$ cat src/rtl/ep_alu_seq.sv
// Multi-channel shared ALU: snapshots NCH operand pairs on start and processes one channel per okClk.
// Latency: channel k written at E0+1+k; done pulses in the cycle after edge E0+NCH (start-to-done NCH+1 cycles).
// Backpressure: none; a start while RUN/FIN is dropped and recorded in the sticky start_dropped flag.
module ep_alu_seq #(
  parameter int WIDTH = 32,
  parameter int NCH   = 4
) (
  input  logic                 okClk,
  input  logic                 reset,
  input  logic                 start,
  input  logic [1:0]           op,
  input  logic                 sat_en,
  input  logic [NCH*WIDTH-1:0] op_a,
  input  logic [NCH*WIDTH-1:0] op_b,
  output logic [NCH*WIDTH-1:0] result,
  output logic [NCH-1:0]       ovf,
  output logic                 busy,
  output logic                 done,
  output logic                 start_dropped
);

  localparam int IW = (NCH > 1) ? $clog2(NCH) : 1;
  localparam logic [IW-1:0] LAST_IDX = IW'(NCH - 1);

  localparam logic [1:0] OP_ADD = 2'b00;
  localparam logic [1:0] OP_SUB = 2'b01;
  localparam logic [1:0] OP_ACC = 2'b10;
  localparam logic [1:0] OP_MAX = 2'b11;

  typedef enum logic [1:0] {
    S_IDLE = 2'b00,
    S_RUN  = 2'b01,
    S_FIN  = 2'b10
  } state_t;

  state_t               r_state;
  state_t               w_next;
  logic [IW-1:0]        r_idx;
  logic [1:0]           r_op;
  logic                 r_sat;
  logic [NCH*WIDTH-1:0] r_a;
  logic [NCH*WIDTH-1:0] r_b;
  logic [NCH*WIDTH-1:0] r_result;
  logic [NCH-1:0]       r_ovf;
  logic                 r_drop;

  logic                 w_accept;
  logic [WIDTH-1:0]     w_a;
  logic [WIDTH-1:0]     w_b;
  logic [WIDTH-1:0]     w_acc;
  logic [WIDTH:0]       w_sum_ab;
  logic [WIDTH:0]       w_sum_acc;
  logic [WIDTH:0]       w_diff;
  logic [WIDTH-1:0]     w_res;
  logic                 w_ovf;

  // Only an idle block takes a new request; anything else is dropped.
  assign w_accept = start && (r_state == S_IDLE);

  // Current channel operands come from the snapshot; the accumulator is the live result register.
  assign w_a   = r_a[r_idx*WIDTH +: WIDTH];
  assign w_b   = r_b[r_idx*WIDTH +: WIDTH];
  assign w_acc = r_result[r_idx*WIDTH +: WIDTH];

  // Carry/borrow come from the extra MSB of the WIDTH+1 bit computations.
  assign w_sum_ab  = {1'b0, w_a} + {1'b0, w_b};
  assign w_sum_acc = {1'b0, w_acc} + {1'b0, w_a};
  assign w_diff    = {1'b0, w_a} - {1'b0, w_b};

  // FSM state register.
  always_ff @(posedge okClk) begin
    if (reset) begin
      r_state <= S_IDLE;
    end else begin
      r_state <= w_next;
    end
  end

  // FSM next state: one RUN cycle per channel, then a single FIN cycle.
  always_comb begin
    w_next = r_state;
    case (r_state)
      S_IDLE:  if (start) w_next = S_RUN;
      S_RUN:   if (r_idx == LAST_IDX) w_next = S_FIN;
      S_FIN:   w_next = S_IDLE;
      default: w_next = S_IDLE;
    endcase
  end

  // Shared ALU: one channel result plus its overflow flag, wrap or saturate.
  always_comb begin
    w_res = '0;
    w_ovf = 1'b0;
    case (r_op)
      OP_ADD: begin
        w_ovf = w_sum_ab[WIDTH];
        w_res = (w_sum_ab[WIDTH] && r_sat) ? '1 : w_sum_ab[WIDTH-1:0];
      end
      OP_SUB: begin
        w_ovf = w_diff[WIDTH];
        w_res = (w_diff[WIDTH] && r_sat) ? '0 : w_diff[WIDTH-1:0];
      end
      OP_ACC: begin
        w_ovf = w_sum_acc[WIDTH];
        w_res = (w_sum_acc[WIDTH] && r_sat) ? '1 : w_sum_acc[WIDTH-1:0];
      end
      OP_MAX: begin
        w_ovf = 1'b0;
        w_res = (w_a >= w_b) ? w_a : w_b;
      end
      default: begin
        w_ovf = 1'b0;
        w_res = '0;
      end
    endcase
  end

  // Snapshot of the request so later input changes cannot disturb a pass.
  always_ff @(posedge okClk) begin
    if (reset) begin
      r_op  <= '0;
      r_sat <= 1'b0;
      r_a   <= '0;
      r_b   <= '0;
    end else if (w_accept) begin
      r_op  <= op;
      r_sat <= sat_en;
      r_a   <= op_a;
      r_b   <= op_b;
    end
  end

  // Channel index and sticky dropped-start flag.
  always_ff @(posedge okClk) begin
    if (reset) begin
      r_idx  <= '0;
      r_drop <= 1'b0;
    end else begin
      if (start && (r_state != S_IDLE)) begin
        r_drop <= 1'b1;
      end
      if (w_accept) begin
        r_idx  <= '0;
        r_drop <= 1'b0;
      end else if (r_state == S_RUN) begin
        r_idx <= r_idx + 1'b1;
      end
    end
  end

  // Per-channel result and overflow write-back; untouched channels hold.
  always_ff @(posedge okClk) begin
    if (reset) begin
      r_result <= '0;
      r_ovf    <= '0;
    end else if (r_state == S_RUN) begin
      r_result[r_idx*WIDTH +: WIDTH] <= w_res;
      r_ovf[r_idx]                   <= w_ovf;
    end
  end

  assign result        = r_result;
  assign ovf           = r_ovf;
  assign busy          = (r_state == S_RUN);
  assign done          = (r_state == S_FIN);
  assign start_dropped = r_drop;

endmodule

$ cat config.mk
export PLATFORM = sky130hd
export DESIGN_NAME = ep_alu_seq
export DESIGN_NICKNAME = d
export VERILOG_FILES = /design/src/rtl/ep_alu_seq.sv
export SDC_FILE = /design/constraint.sdc
export NUM_CORES = 1
export LEC_CHECK = 0
export CAP_MARGIN = 10
export CELL_PAD_IN_SITES_DETAIL_PLACEMENT = 1
export CELL_PAD_IN_SITES_GLOBAL_PLACEMENT = 1
export CORE_MARGIN = 4
export CORE_UTILIZATION = 36
export DETAILED_ROUTE_END_ITERATION = 10
export PLACE_DENSITY_LB_ADDON = 0.15
export SLEW_MARGIN = 20
export SYNTH_ARGS = -nofsm -noshare
export SYNTH_HDL_FRONTEND = slang
export SYNTH_SLANG_ARGS = --single-unit
$ cat constraint.sdc
create_clock -name okClk -period 4.5 [get_ports okClk]
set_input_delay 0.45 -clock okClk [delete_from_list [all_inputs] [get_ports okClk]]
set_output_delay 0.45 -clock okClk [all_outputs]
set_load 0.01 [all_outputs]
# [Word level (Yosys, flattened, before mapping)]
# Index checks and enable logic that the tools add are counted.
[totals] ff_bits=396 input_bits=262 output_inout_bits=135 elab_cells=54
[op_classes] addsub=5 magnitude_cmp=3 eq_ne=8 shifts=5 mux=13 n_reduce_logical=11
[ops] op="$shiftx A128 B8 Y32" count=3
[ops] op="$bwmux W128" count=1
[ops] op="$mux W32" count=4
[ops] op="$pmux W32 S4" count=1
[ops] op="$shift A32 B34 Y128 const A" count=1
[ops] op="$shiftx A32 B34 Y128" count=1
[ops] op="$add A32 B32 Y33" count=2
[ops] op="$neg A7 Y34" count=1
[ops] op="$sub A32 B32 Y33" count=1
[ops] op="$ge A32 B32 Y1" count=1
[ops] op="$eq A2 B2 Y1 const B" count=4
[ops] op="$logic_and A1 B1 Y1" count=6
[ops] op="$bwmux W4" count=1
[ops] op="$eq A2 B1 Y1 const B" count=2
[ops] op="$logic_not A2 Y1" count=2
[ops] op="$mux W2" count=2
[ops] op="$pmux W1 S4" count=1
[ops] op="$pmux W2 S2" count=1
[ops] op="$lt A2 B3 Y1 const B" count=1
[ops] op="$add A2 B1 Y2 const B" count=1
[ops] op="$demux W1 S2" count=1
[ops] op="$ge A2 B1 Y1 const B" count=1
[ops] op="$ne A2 B1 Y1 const B" count=1
[ops] op="$ne A2 B2 Y1 const B" count=1
[ops] op="4 further kinds" count=4

# [Depth between registers and ports, before layout]
# Gate-level depths: netlist of the first run.
[depth] word_depth=7 mapped_depth=20 mapped_depth_nobuf=16

# [Worst setup path after synthesis of the first run]
# No wires, ideal clock.
[synth_path] kind="register to register" startpoint="register r_idx[0]" endpoint="register r_result[59] (netlist: result[59])" setup_time_ps=117 arrival_ps=4867 required_ps=4383 setup_slack_ps=-484 stages_incl_launch_ff=19 n_path_buf=5 period_less_slack_ps=4984 cell_sequence="dfxtp_1 > buf_2 > buf_2 > buf_2 > buf_2 > mux4_2 > ha_1 > fa_1 > a211oi_1 > o21ai_1 > o2111ai_1 > a21oi_1 > a21o_1 > a21o_1 > buf_2 > a311o_1 > a221oi_1 > nor2_1 > a22o_1"
[synth_via] elab_chain_len=7 word_cells_on_any_way=19 classes_between="add/sub: 4; order compare: 1; shift: 5; mux: 6; reduce/logical: 3"
[synth_lines] element="start, declared" line_no="38" rtl="logic [IW-1:0] r_idx;"
[synth_lines] element="start signal, assigned" line_no="146" rtl="r_idx <= r_idx + 1'b1;"
[synth_lines] element="$shiftx A128 B8 Y32, on equally long branches" line_no="63, 61, 62"
[synth_lines] element="$add A32 B32 Y33, or another cell as far along" line_no="67" rtl="assign w_sum_acc = {1'b0, w_acc} + {1'b0, w_a};"
[synth_lines] element="$logic_and A1 B1 Y1, on equally long branches" line_no="105, 101, 97"
[synth_lines] element="$mux W32, on equally long branches" line_no="105, 101, 97"
[synth_lines] element="$pmux W32 S4" line_no="94" rtl="case (r_op)"
[synth_lines] element="$shiftx A32 B34 Y128" line_no="157" rtl="r_result[r_idx*WIDTH +: WIDTH] <= w_res;"
[synth_lines] element="$bwmux W128 *" line_no="157"
[synth_lines] element="end signal, assigned by index" line_no="157"
[synth_lines] element="end, declared" line_no="43" rtl="logic [NCH*WIDTH-1:0] r_result;"
# Mark *: on every way between the ends. The rest lies on a longest branch, timed or not.
# A chain may end at the register's enable or synchronous reset.

# [Worst setup path in the final report of the first run]
[layout_path] startpoint="register r_idx[1]" endpoint="register r_result[47] (netlist: result[47])"
# Same word-level chain as after synthesis.

==> metrics.md, run 1 <==
| Metric | Value |
|---|---|
| Fin Setup TNS | `0 ns` |
| Status | `completed` |
| Critical Path End Type | `flop` |
| Inst Count DP | `3917` |
| DRC | `0` |
| Pwr Total | `10.7 mW` |
| Most frequent CP cell | `buf_4` |
| Die H | `254 µm` |
| Yosys reg bits | `396` |
| Final Util | `51.4%` |
| Layout Cells excl Fill | `4025` |
| CTS Buffer Depth | `3` |
| First-pass GRT wire length | `143000 µm` |
| Final min period | `4.39 ns` |
| Hpwl dp | `76800 µm` |
| Top Ports | `397` |
| Cell count after synthesis | `2651` |
| Initial antenna violation count | `6` |
| Total clock sinks | `396` |
| Die Area | `0.0645 mm²` |
| Max-cap violations | `0` |
| Synth Cell Area | `0.0218 mm²` |
| Max VDD drop | `0.000269 V` |
| Hold slack | `0.382 ns` |
| IO buf count | `396` |
| Relative slew slack | `25.3%` |
| DR WL/cell | `24.1 µm` |
| Critical-path maximum fanout | `25` |
| Die width | `254 µm` |
| Final setup viols | `0` |
| Startpoint Class | `flop` |
| Crit path max-delay cell type | `mux4_2` |
| Nets | `3580` |
| YS warnings | `0` |
| Tot GR Track Use | `28.9%` |
| CTS tree | `built` |
| F_max | `228 MHz` |
| PD cells | `351 mW/mm²` |
| Gr ovfl total | `0` |
| Ys async rst share | `0%` |
| Post-synthesis cell type count | `80` |
| Share of cells above drive strength 1 | `17.6%` |
| Worst min path class | `in -> reg` |
| Syn nets | `3020` |
| Cell Rows | `89` |
| Crit path cell chain | `buf_12 -> mux4_2 -> ha_2 -> buf_4 -> and3_1 -> nand4_1 -> a21oi_4 -> a211oi_1 -> buf_4 -> or3_4 -> nand2_4 -> buf_12 -> nor2_1 -> a21oi_1 -> o21ai_0 -> a2bb2oi_1 -> buf_4 -> a22o_1` |
| Number of flops mapped to enable cells by yosys | `0` |
| Static Leak | `11.9 nW` |
| Routed Antenna Nets | `0` |
| Max Slew Vio Count | `0` |
| Ratio of final minimum period to clock period | `97.5%` |
| Placer Congestion | `0.969` |
| Primary FF master, synth | `dfxtp_1` |
| Clock Skew | `0.0260 ns` |
| TritonCTS buffer count | `44` |
| CTS H-tree depth | `2` |
| Total core area | `0.0595 mm²` |
| Clk Latency, worst-skew pair | `0.60 ns` |
| P&R area growth vs syn | `40.1%` |
| Average cell area after synthesis | `8.22 µm²` |
| Vias per cell | `5.53` |
| WL final | `96900 µm` |
| Initial Utilization | `36.6%` |
| Initial DRC count | `1275` |
| Vias in the first global route | `23300` |
| Post-synthesis sequential area ratio | `36.4%` |
| Largest net degree at the start of global routing | `206` |
| Worst EP required | `4.97 ns` |
| Vias | `22300` |
| CP max stage delay | `0.52 ns` |
| CP Class | `reg -> reg` |
| Reg clk slew, reported paths | `0.06 ns` |
| CTS Root Cell | `clkbuf_16` |
| First-pass DRT Iterations | `5` |
| Arrival time worst endpoint | `4.86 ns` |
| Final hold vios | `0` |
| Measured slew at the worst slew-check pin | `1.12 ns` |
-- critical path: cells and delay by family, from the launching register on --
kind | cells | cell delay, ns
adder cells (fa/ha/maj) | 1 | 0.40
buffers and inverters | 5 | 0.82
AO/OA/AOI/OAI | 6 | 1.12
flip-flops | 1 | 0.44
multiplexers | 1 | 0.52
AND/OR/NAND/NOR | 5 | 0.93
-- cells in the mapped netlist, types with 11 or more instances --
| library cell | count | area share, % |
|---|---|---|
| nand4_1 | 16 | 0.46 |
| nor3_1 | 20 | 0.46 |
| xor2_1 | 21 | 0.84 |
| dfxtp_1 | 396 | 36 |
| inv_1 | 64 | 1.1 |
| o31ai_1 | 16 | 0.55 |
| a22o_1 | 53 | 2.1 |
| a21oi_1 | 414 | 9.5 |
| a21o_1 | 29 | 1.0 |
| nand2_1 | 678 | 12 |
| nor2b_1 | 13 | 0.37 |
| o21a_1 | 11 | 0.38 |
| o21ai_0 | 125 | 2.9 |
| buf_2 | 28 | 0.64 |
| o21bai_1 | 16 | 0.55 |
| ha_1 | 104 | 6.0 |
| clkbuf_1 | 143 | 2.5 |
| a31oi_1 | 12 | 0.34 |
| or3_1 | 12 | 0.34 |
| nand2b_1 | 15 | 0.43 |
| nand3_1 | 22 | 0.51 |
| nor2_1 | 112 | 1.9 |
| xnor2_1 | 56 | 2.3 |
| mux4_2 | 96 | 9.9 |
| a211oi_1 | 11 | 0.38 |
| o22ai_1 | 32 | 0.92 |
-- final timing paths --
path	depth (start not counted)	slack, ns	from	to
setup / recovery	18	0.11	r_idx[1]	result[47]
hold / removal	2	0.38	reset	r_state[0]
setup reg to reg	18	0.11	r_idx[1]	result[47]
hold reg to reg	2	0.45	r_a[15]	r_a[15]
-- sequential cells by signal (all words and copies together), names as in the netlist --
signal,count
r_b,128
r_op,2
ovf,4
r_a,128
r_sat,1
result,128
r_idx,2
start_dropped,1
r_state,2
-- cell type report --
| class | count | area (µm²) |
|---|---|---|
| Multi-Input combinational cell | 2005 | 13300 |
| Clock buffer | 65 | 1310 |
| Timing Repair Buffer | 696 | 6570 |
| Tap cell | 773 | 967 |
| Sequential cell | 396 | 7940 |
| Fill cell | 7016 | 28900 |
| Antenna cell | 6 | 15.0 |
| Inverter | 68 | 259 |
| Clock inverter | 16 | 214 |
-- per-stage QoR --
step	cell area, µm²	setup WS [ns]
final	30500	0.114
after global routing	30500	-0.0227
after CTS	30000	0.00165
after detailed placement	28400	-0.161
after global placement	28400	-0.0347
after floorplan	21800	0.00308
-- kinds of logic (layout without fill, tap and decap cells) --
kind of cell / after synthesis / count (layout) / share of synthesized area (%)
simple gates: 930 / 930 / 17.7
fa+ha+maj: 107 / 107 / 6.25
mux: 106 / 106 / 10.4
flops: 396 / 396 / 36.4
other cells: 0 / 6 / 0
xor+xnor: 77 / 77 / 3.09
compound gates: 785 / 785 / 21.6
buf+inv: 250 / 845 / 4.57
-- power by group --
part / switching (mW) / internal (mW) / leakage [nW]
Sequential: 0.116 / 3.67 / 3.23
Clock: 1.55 / 2.26 / 0.759
Combinational: 1.73 / 1.39 / 7.88
-- placed cells by master (no fill, tap or decap), drive strengths merged, types with 32 or more instances in the layout --
cell type / Yosys / final
buf: 39 / 298
xnor2: 56 / 56
dfxtp: 396 / 396
nor2: 112 / 112
a22o: 53 / 53
inv: 66 / 68
mux4: 96 / 96
clkdlybuf4s50: 0 / 395
nand2: 679 / 679
clkbuf: 143 / 68
ha: 104 / 104
o21ai: 129 / 129
a21oi: 417 / 417
o22ai: 32 / 32
-- timing repair --
action,in CTS,in global routing
endpoints found under the setup margin,26,125
endpoints found under the hold margin,0,0
pin swaps,2,14
cloned,0,2
hold buffers,0,0
buffers inserted,1,17
gates resized for setup,13,70
-- routing by layer --
metal | vias to the layer above | share of wire, % | global-route usage (%)
met5 | - | 0.012 | 0
met4 | 2 | 3.0 | 8.89
met3 | 123 | 5.4 | 4.88
met2 | 632 | 47 | 47.2
met1 | 11000 | 45 | 39.3
li1 | 10500 | - | -
(Power assumes the default switching activity.)
==> run 2: changes to the inputs <==
--- a/config.mk
+++ b/config.mk
@@ -8,11 +8,12 @@
 export CAP_MARGIN = 10
 export CELL_PAD_IN_SITES_DETAIL_PLACEMENT = 1
 export CELL_PAD_IN_SITES_GLOBAL_PLACEMENT = 1
-export CORE_MARGIN = 4
-export CORE_UTILIZATION = 36
+export CORE_MARGIN = 2
+export CORE_UTILIZATION = 37
+export CTS_BUF_LIST = sky130_fd_sc_hd__clkbuf_8
 export DETAILED_ROUTE_END_ITERATION = 10
 export PLACE_DENSITY_LB_ADDON = 0.15
-export SLEW_MARGIN = 20
+export SLEW_MARGIN = 0
 export SYNTH_ARGS = -nofsm -noshare
 export SYNTH_HDL_FRONTEND = slang
 export SYNTH_SLANG_ARGS = --single-unit
==> run 2 against run 1 <==
  * Routed wire length barely moved
  * Hold slack worse by 0.071 ns
  * Combinational power increased by 6.8%
  * Sequential power about the same
  * Clock power down 9.7%
  * Highest routed layer is now met4
  * Critical endpoint is now result[27]
  * Sequential share of layout area is 0.61 points lower
  * Register-to-register slack got worse by 0.11 ns
  * Critical path depth stayed put
==> metrics.md, run 2 (same netlist as run 1, synthesis figures left out) <==
| Metric | Value |
|---|---|
| DRC | `0 (unchanged)` |
| Vias per cell | `5.52 (-0.25%)` |
| Cell Rows | `88 (-1.1%)` |
| Pwr Total | `10.5 mW (-1.6%)` |
| Die width | `247 µm (-2.9%)` |
| Initial antenna violation count | `2 (-4)` |
| CP Class | `reg -> reg` |
| Initial DRC count | `1229 (-3.6%)` |
| Arrival time worst endpoint | `5.04 ns (+0.18 ns)` |
| Fillers | `6895 (-1.7%)` |
| Nets | `3668 (+2.5%)` |
| Initial Utilization | `37.6% (+0.98 points)` |
| Area of the multi-input gates | `0.0137 mm² (+3.0%)` |
| Seq pwr share | `35.9% (+0.5 points)` |
| RSZ-0062 raised after global routing | `true` |
| Total clock sinks | `396 (unchanged)` |
| Final min period | `4.50 ns (+0.111 ns)` |
| First-pass DRT Iterations | `5 (unchanged)` |
| Die H | `247 µm (-2.9%)` |
| Startpoint Class | `flop` |
| Placer Congestion | `0.966 (-0.35%)` |
| Ratio of final minimum period to clock period | `99.9% (+2.5 points)` |
| Max Slew Vio Count | `0 (unchanged)` |
| Die Area | `0.0609 mm² (-5.7%)` |
| Measured slew at the worst slew-check pin | `1.24 ns (+0.121 ns)` |
| IO buf count | `396 (unchanged)` |
| CTS tree | `built` |
| Final Util | `54.0% (+2.7 points)` |
| Top Ports | `397 (unchanged)` |
| Most frequent cells in the layout | `676 x nand2_1, 395 x clkdlybuf4s50_1, 394 x a21oi_1, 394 x dfxtp_1, 330 x buf_4` |
| Max VDD drop | `0.000274 V (+1.8%)` |
| Vias in the first global route | `23700 (+1.9%)` |
| Status | `completed` |
| Worst min path class | `in -> reg` |
| Storage cell area | `0.00794 mm² (unchanged)` |
| TritonCTS buffer count | `70 (+59%)` |
| Gr ovfl total | `0 (unchanged)` |
| Critical Path End Type | `flop` |
| Switch Pwr | `3.54 mW (+4.4%)` |
| Hpwl dp | `75900 µm (-1.3%)` |
| Max-cap violations | `0 (unchanged)` |
| Tot GR Track Use | `31.0% (+2.2 points)` |
| P&R area growth vs syn | `43.5%` |
| Reg clk slew, reported paths | `0.06 ns (about the same)` |
| CTS Root Cell | `clkbuf_8` |
| Relative slew slack | `16.6% (-8.7 points)` |
| Switching part of the total | `33.6% (+1.9 points)` |
| Final hold vios | `0 (unchanged)` |
| Final setup viols | `0 (unchanged)` |
| CTS H-tree depth | `3 (+1)` |
| PD cells | `337 mW/mm² (-4.0%)` |
| CTS Buffer Depth | `3 (unchanged)` |
| Static Leak | `12.3 nW (+3.4%)` |
| Clock Skew | `0.0321 ns (+0.00610 ns)` |
| Internal Power | `6.99 mW (-4.4%)` |
| Routed Antenna Nets | `0 (unchanged)` |
| Worst EP required | `5.05 ns (+0.08 ns)` |
| Clock Power Share | `32.6% (-3.0 points)` |
| F_max | `222 MHz (-2.5%)` |
| Logic pwr share | `31.5% (+2.4 points)` |
| WL final | `97000 µm (about the same)` |
| Total core area | `0.0579 mm² (-2.6%)` |
| Critical-path maximum fanout | `7 (-72%)` |
| Clk Latency, worst-skew pair | `0.69 ns (+0.09 ns)` |
| DR WL/cell | `23.6 µm (-2.1%)` |
| Largest net degree at the start of global routing | `106 (-49%)` |
| Vias | `22700 (+2.0%)` |
| First-pass GRT wire length | `144000 µm (+0.81%)` |
| Share of cells above drive strength 1 | `20.9% (+3.3 points)` |
| Commonest non-fill, non-tap cell in the layout | `nand2_1` |
-- run 2: worst paths after layout --
| check | from | end | slack (ns) | cells past startpoint |
|---|---|---|---|---|
| worst min register to register | r_a[54] | r_a[54] | 0.45 | 2 |
| worst min-delay path | op_a[81] | r_a[81] | 0.31 | 3 |
| worst max-delay path | r_idx[0] | result[27] | 0.004 | 18 |
| worst max register to register | r_idx[0] | result[27] | 0.004 | 18 |
-- run 2: power by group through the flow --
stage               clock, mW  combinational (mW)  sequential [mW]
floorplan                   0                1.53             3.82
global placement            0                2.98             3.85
detailed placement          0                3.03             3.86
CTS                      3.51                3.10             3.78
global route             3.64                3.54             3.79
finish                   3.44                3.32             3.78
-- run 2: critical path: stages (launching register included) --
cell       delay, ns
dfxtp_4         0.45
buf_4           0.15
mux4_2          0.61
ha_1            0.25
buf_4           0.14
nor2b_1         0.26
o21bai_4        0.11
a21oi_2         0.20
o31ai_2         0.09
buf_4           0.14
a2111oi_2       0.39
buf_4           0.19
o41ai_2         0.07
buf_4           0.15
o31ai_2         0.26
xnor2_1         0.16
a221oi_1        0.30
nor2_1          0.19
a22o_1          0.24
-- run 2: area by class of cell --
type	count	area share, %
Multi-Input combinational cell	2005	43.7
Sequential cell	396	25.4
Timing Repair Buffer	758	22.5
Clock buffer	82	3.61
Tap cell	765	3.06
Clock inverter	39	0.896
Inverter	68	0.816
Antenna cell	2	0.0160
-- run 2: routing by layer --
metal / up-vias / part of all wire, % / GRT usage (%)
met5: - / 0 / 0
met4: 0 / 2.0 / 7.49
met3: 103 / 4.5 / 4.04
met2: 637 / 48 / 52.5
met1: 11300 / 45 / 42.0
li1: 10600 / - / -
-- run 2: through the flow --
| stage | hold slack (ns) | area, µm² | setup TNS (ns) | setup WS (ns) | instances |
|---|---|---|---|---|---|
| after global placement | 0.440 | 28600 | -4.58 | -0.206 | 3947 |
| after detailed placement | 0.445 | 28600 | -10.74 | -0.323 | 3947 |
| after global routing | 0.289 | 31300 | -0.241 | -0.0391 | 4115 |
| final | 0.311 | 31300 | 0 | 0.00352 | 4115 |
| after floorplan | 0.433 | 21800 | 0 | 0.00308 | 2651 |
| after CTS | 0.262 | 30200 | -0.000320 | -0.000320 | 4072 |
-- run 2: timing repair --
action	in CTS	in global routing
setup endpoints to repair	116	131
hold buffers	0	0
gates cloned	0	1
resized for setup	32	140
pin swaps	1	33
setup buffers	4	40
==> run 3: changes to the inputs <==
--- a/config.mk
+++ b/config.mk
@@ -5,7 +5,6 @@
 export SDC_FILE = /design/constraint.sdc
 export NUM_CORES = 1
 export LEC_CHECK = 0
-export CAP_MARGIN = 10
 export CELL_PAD_IN_SITES_DETAIL_PLACEMENT = 1
 export CELL_PAD_IN_SITES_GLOBAL_PLACEMENT = 1
 export CORE_MARGIN = 2
==> results of run 3 <==
Same layout as run 2: the final DEF is identical, and so are final timing and power.
